[config.mk]
export PLATFORM = sky130hd
export DESIGN_NAME = pc_sequencer
export DESIGN_NICKNAME = d
export VERILOG_FILES = /design/src/rtl/pc_sequencer.sv
export SDC_FILE = /design/constraint.sdc
export NUM_CORES = 1
export LEC_CHECK = 0
export BUFFER_PORTS_ARGS = -buffer_cell sky130_fd_sc_hd__buf_4
export CAP_MARGIN = 30
export CORE_MARGIN = 4
export CORE_UTILIZATION = 36
export DETAILED_ROUTE_END_ITERATION = 8
export GPL_TIMING_DRIVEN = 0
export REMOVE_ABC_BUFFERS = 1
export SETUP_SLACK_MARGIN = 0.5
export SLEW_MARGIN = 20
export SYNTH_ARGS = -nofsm -noshare
export SYNTH_HDL_FRONTEND = slang
export SYNTH_SLANG_ARGS = --single-unit
[constraint.sdc]
create_clock -name clk -period 5.27 [get_ports clk]
set_input_delay 1.054 -clock clk [delete_from_list [all_inputs] [get_ports clk]]
set_output_delay 1.054 -clock clk [all_outputs]
set_load 0.005 [all_outputs]
[src/rtl/pc_sequencer.sv]
// Next-PC controller: owns the fetch PC, a circular return-address stack and
// interrupt entry/exit sequencing; pc_current is registered, pc_valid follows state.
module pc_sequencer #(
    parameter int              PC_W      = 12,
    parameter int              RAS_DEPTH = 4,
    parameter logic [PC_W-1:0] RESET_VEC = 12'h000,
    parameter logic [PC_W-1:0] IRQ_VEC   = 12'hFF0
) (
    input  logic            clk,
    input  logic            reset,
    input  logic            stall,
    input  logic            halt,
    input  logic            branch_taken,
    input  logic [PC_W-1:0] branch_target,
    input  logic            call,
    input  logic            ret,
    input  logic            iret,
    input  logic            irq,
    output logic [PC_W-1:0] pc_current,
    output logic            pc_valid,
    output logic            irq_ack,
    output logic            ras_overflow,
    output logic            ras_underflow,
    output logic [1:0]      state
);

    localparam int PTR_W = (RAS_DEPTH > 1) ? $clog2(RAS_DEPTH) : 1;
    localparam int CNT_W = PTR_W + 1;

    localparam logic [1:0] ST_RUN    = 2'd0;
    localparam logic [1:0] ST_IRQ    = 2'd1;
    localparam logic [1:0] ST_HALTED = 2'd2;

    logic [PC_W-1:0]  ras_mem [RAS_DEPTH];
    logic [PTR_W-1:0] ras_ptr;
    logic [CNT_W-1:0] ras_cnt;
    logic [PC_W-1:0]  epc;
    logic             irq_en;

    logic [PC_W-1:0]  pc_inc;
    logic [PTR_W-1:0] ras_top;
    logic             ras_empty;
    logic             ras_full;
    logic             take_irq;

    assign pc_inc    = pc_current + PC_W'(1);
    assign ras_top   = ras_ptr - PTR_W'(1);
    assign ras_empty = (ras_cnt == '0);
    assign ras_full  = (ras_cnt == CNT_W'(RAS_DEPTH));
    assign pc_valid  = (state == ST_RUN);

    // Interrupts are accepted from an unstalled RUN cycle or from HALTED.
    assign take_irq = irq && irq_en &&
                      (((state == ST_RUN) && !stall) || (state == ST_HALTED));

    always_ff @(posedge clk) begin
        if (reset) begin
            pc_current    <= RESET_VEC;
            state         <= ST_RUN;
            irq_ack       <= 1'b0;
            ras_overflow  <= 1'b0;
            ras_underflow <= 1'b0;
            ras_ptr       <= '0;
            ras_cnt       <= '0;
            epc           <= '0;
            irq_en        <= 1'b1;
        end else begin
            irq_ack <= take_irq;
            if (take_irq) begin
                epc        <= pc_current;
                pc_current <= IRQ_VEC;
                irq_en     <= 1'b0;
                state      <= ST_IRQ;
            end else begin
                case (state)
                    ST_RUN: begin
                        if (!stall) begin
                            if (halt) begin
                                state <= ST_HALTED;
                            end else if (iret) begin
                                pc_current <= epc;
                                irq_en     <= 1'b1;
                            end else if (ret) begin
                                if (ras_empty) begin
                                    pc_current    <= pc_inc;
                                    ras_underflow <= 1'b1;
                                end else begin
                                    pc_current <= ras_mem[ras_top];
                                    ras_ptr    <= ras_top;
                                    ras_cnt    <= ras_cnt - CNT_W'(1);
                                end
                            end else if (call) begin
                                // When full, the write slot is the oldest entry.
                                ras_mem[ras_ptr] <= pc_inc;
                                ras_ptr          <= ras_ptr + PTR_W'(1);
                                pc_current       <= branch_target;
                                if (ras_full) begin
                                    ras_overflow <= 1'b1;
                                end else begin
                                    ras_cnt <= ras_cnt + CNT_W'(1);
                                end
                            end else if (branch_taken) begin
                                pc_current <= branch_target;
                            end else begin
                                pc_current <= pc_inc;
                            end
                        end
                    end
                    ST_IRQ:    state <= ST_RUN;
                    ST_HALTED: state <= ST_HALTED;
                    default:   state <= ST_RUN;
                endcase
            end
        end
    end

endmodule
==> After elaboration in Yosys (flattened, before gate mapping) <==
Memories as Yosys holds them, arrays and structs flattened.
Cells that the tools add are included.
{ "op_classes": {"addsub": 5, "n_mul": 0, "div": 0, "magnitude_cmp": 0, "eq_ne": 10, "shifts": 0, "mux": 34, "n_bitwise": 5, "reduce_logical": 20} }
{ "op_table": {"columns": ["cell", "n"], "rows": [
  ["two-way mux 12 bit", 9],
  ["AND reduction 8 bit", 2],
  ["two-way mux 1 bit", 15],
  ["AND reduction 7 bit", 2],
  ["adder 12 x 1 -> 12 bit (second input constant)", 1],
  ["two-way mux 3 bit", 4],
  ["two-way mux 2 bit", 5],
  ["!= test 2 bit (second input constant)", 4],
  ["!= test 3 x 2 -> 1 bit (second input constant)", 2],
  ["AND reduction 3 bit", 2],
  ["nonzero test 2 bit", 3],
  ["inverter 1 bit", 5],
  ["!= test 2 x 1 -> 1 bit (second input constant)", 2],
  ["one-hot mux 2 bit (2 select lines)", 1],
  ["AND reduction 2 bit", 2],
  ["AND reduction 4 bit", 1],
  ["adder 3 x 1 -> 3 bit (second input constant)", 1],
  ["== test 3 bit (second input constant)", 1],
  ["logical AND 1 bit", 3],
  ["logical NOT 3 bit", 1],
  ["subtractor 3 x 1 -> 3 bit (second input constant)", 1],
  ["adder 2 x 1 -> 2 bit (second input constant)", 1],
  ["== test 2 bit (second input constant)", 1],
  ["logical NOT 2 bit", 1],
  ["4 further kinds", 4]
]} }
{ "word_totals": {"register_bits": 35, "latch_bits": 0, "mem_bits_rw": 48, "rom_bits": 0, "in_bits": 21, "out_inout_bits": 18, "n_memories": 1} }
{ "mem_list": {"columns": ["name", "depth", "width", "rd", "rd_clocked_by_memory_dff", "wr", "line_no", "rtl"], "rows": [
  ["ras_mem", 4, 12, 1, 0, 1, "34", "logic [PC_W-1:0] ras_mem [RAS_DEPTH];"]
]} }

==> Depth between registers and ports, before layout <==
{ "logic_depth": {"ltp_word": 9, "mapped_depth": 9} }

==> Worst setup path before layout <==
Ideal clock, no wire load.
{ "synth_timing": {"path_kind": "input -> register", "from": "in stall", "to": "mem ras_mem[0][0] (enable)", "t_arrival_ns": 2.451, "path_slack_ns": 2.465, "cell_stages": 5, "path_buffers": 0, "path_cell_list": "or4_4 -> nor2_2 -> and4_1 -> and2b_1 -> and2_1"} }
{ "synth_via": {"elab_chain_len": 7} }
{ "synth_lines": {"columns": ["item", "line_no", "rtl"], "rows": [
  ["start: declaration", "11", "input logic stall,"],
  ["logical NOT 1 bit", null, null],
  ["logical AND 1 bit", "54", "(((state == ST_RUN) && !stall) || (state == ST_HALTED));"],
  ["logical OR 1 bit", "54", null],
  ["logical AND 1 bit", "53", "assign take_irq = irq && irq_en &&"],
  ["two-way mux 1 bit (*)", "69", "if (take_irq) begin"],
  ["two-way mux 1 bit (*)", "57", "if (reset) begin"],
  ["two-way mux 1 bit (implied by the code) (*)", "94", "ras_mem[ras_ptr] <= pc_inc;"],
  ["end: declaration", "34", null]
]} }
Mark *: on every way between the ends. The rest lies on a longest branch, timed or not.

==> Worst setup path after layout <==
{ "layout_timing": {"from": "in stall", "to": "mem ras_mem[0][11] (enable)"} }
Same word-level chain as after synthesis.

==> metrics <==
status=completed; die extent in y=112 µm; Ant. Diodes=0; Internal=0.00104 W; Synth Instances=345; row cnt=37; top cell type's share of synthesized area=0.371; R2R depth=5; core area=0.0104 mm²; Port Buffers=38; routed len/inst=18.3 µm; Worst path slowest cell=or3_1; Area Overhead vs Synth=15.7%; starting density of the core=0.373; Post-synth ARST share=0; placed insts=497; combinational share of power=0.105; drc violations=0; final setup TNS=0 ns; endpoint class of the critical path=flop; RSZ-0062 raised after global routing=no; leakage=1.57 nW; total wire length=9420 µm; Post-DP HPWL=6510 µm; Pins Over Slew Limit=0; CTS buffer count=9; first-pass GRT wire length=15100 µm; MaxCap Viol Count=0; routed vias=2825; Worst VDD drop=0.000175 V; Max Freq=316 MHz; Post-CTS Setup Repair Bufs=0; Synth area leaders=edfxtp_1 (37%), dfxtp_1 (18%), mux4_2 (6.9%); worst setup margin=2.10 ns; minimum clock period=3.17 ns; die area=0.0125 mm²; drt first pass iters=4; number of global-route vias before repair=2795; layout cells sized above 1=0.214; filler-free cell count of the finished design=514; worst r2r src=state[0]; worst hold path endpoint=epc[7]; Psw=0.000356 W; setup slack, reg-to-reg=2.50 ns; sequential fraction of design power=0.520; slew at the pin closest to its max-slew limit=0.810 ns; Net Sw Frac=0.255; slowest stage delay, CP=0.67 ns; Seq/Total Area, Yosys=0.551; CTS Root Cell=clkbuf_8; post-CTS resize count=0; Period Utilization, post-route=0.601; clock skew=0.0134 ns; Post-synth top flop=edfxtp_1; final net count=400; number of synthesized flops with an enable pin=48; Final setup viols=0; Synth top cells by count=edfxtp_1 (48), nand2_1 (38), dfxtp_1 (35); hold_buf cts=0; FF+latch count, synth=83; r2r endpoint=ras_mem[0][11]; area leader, netlist=edfxtp_1; Final Hold Fails=0; hold depth=2; Worst Path Required=5.26 ns; Congestion Overflow GR=0; Worst-path clk slew=0.09 ns; relative slew slack=0.460; worst-skew pair later-pin latency=0.36 ns; largest net degree at the start of global routing=35; Worst Path Max Fanout=22; Final GP Congestion=0.831; worst path cell trace=buf_4, nor2b_1, or3_1, and4_1, and2b_1, and2_1; Die W=112 µm; Pwr Density=310 mW/mm²; remaining antenna violation count=0; Startpoint Class=input port; Avg Cell Area, Syn=11.3 µm²; via density per instance=5.50; Warnings, synthesis=0; Total Routing Usage GR=0.153; hold crit path type=flop to flop; CP arrival=3.16 ns; I/O pin count=39; initial antenna violation count=0; Clk network pwr share=0.375; CTS H-tree depth=3; most numerous cell in the Yosys netlist=edfxtp_1; post-synthesis cell type count=49; Netlist Area Pre-Place=0.00389 mm²; Longest Clk Path Bufs=2; CTS tree=built; CTS sink count=83; 1st-iter DRT viols=198; crit path kind=input port to flop; Hold Crit Start=epc[7]; pre-CTS WS=1.69 ns
==> per-layer routing <==
layer	global-route usage	up-vias	share of wire
met5	0	-	0
met4	0.0385	0	0.0099
met3	0.0370	7	0.054
met2	0.248	77	0.48
met1	0.208	1388	0.45
li1	-	1353	-
==> power groups by stage <==
stage	combinational, W	sequential (W)	clock, W
2_1_floorplan	0.0000781	0.000736	0
3_3_place_gp	0.000142	0.000741	0
3_5_place_dp	0.000145	0.000742	0
4_1_cts	0.000145	0.000727	0.000534
5_1_grt	0.000162	0.000728	0.000559
6_report	0.000146	0.000726	0.000522
==> worst max-delay path by stage <==
stage,startpoint,end,slack (ns),depth (start not counted)
final,stall,ras_mem[0][11],2.10,6
after global routing,stall,ras_mem[0][11],1.91,6
after CTS,ras_ptr[0],pc_current[7],1.99,6
after detailed placement,stall,ras_mem[0][0],1.69,6
after global placement,stall,ras_ptr[0],1.37,6
after floorplan,stall,ras_ptr[0],2.30,5
==> per-stage QoR <==
| stage | power (W) | hold slack (ns) | utilization | area, µm² |
|---|---|---|---|---|
| after global routing | 0.00145 | 0.471 | 0.432 | 4500 |
| after CTS | 0.00141 | 0.455 | 0.431 | 4490 |
| after detailed placement | 0.000887 | 0.443 | 0.409 | 4260 |
| after floorplan | 0.000814 | 0.426 | - | 3790 |
| after global placement | 0.000883 | 0.438 | 0.408 | 4250 |
| final | 0.00139 | 0.454 | 0.432 | 4500 |
==> cell usage in the layout, fill, tap and decap left out, types with 11 or more instances in the layout <==
master    netlist  final
edfxtp_1       48     48
buf_4           2     39
nand2_1        38     38
dfxtp_1        35     35
a21oi_1        27     27
nor2_1         23     23
mux4_2         12     12
nand3_1        11     11
o21ai_0        11     11
==> registers in the layout, summed over array words and instances, names as in the netlist <==
register	flops
epc	12
irq_ack	1
irq_en	1
pc_current	12
ras_cnt	3
ras_mem	48
ras_overflow	1
ras_ptr	2
ras_underflow	1
state	2
==> logic make-up (layout without fill, tap and decap cells) <==
group,count (synthesis),in the layout,share of synthesized area
compound gates,78,78,0.131
xor+xnor,13,13,0.0293
fa+ha+maj,6,6,0.0212
buf+inv,32,65,0.0341
flops,83,83,0.551
mux,15,15,0.0772
simple gates,118,118,0.157
==> worst max-delay path, delay by kind of cell <==
| kind | cells | cell delay [ns] |
|---|---|---|
| simple gates | 5 | 1.98 |
| buf+inv | 1 | 0.11 |
==> cell type report <==
| type | count | area [µm²] |
|---|---|---|
| Fill cell | 1000 | 5910 |
| Sequential cell | 83 | 2140 |
| Multi-Input combinational cell | 230 | 1620 |
| Timing Repair Buffer | 40 | 308 |
| Tap cell | 136 | 170 |
| Clock buffer | 9 | 124 |
| Clock inverter | 7 | 104 |
| Inverter | 9 | 33.8 |
Note: power is estimated with default switching activity, not from simulation.
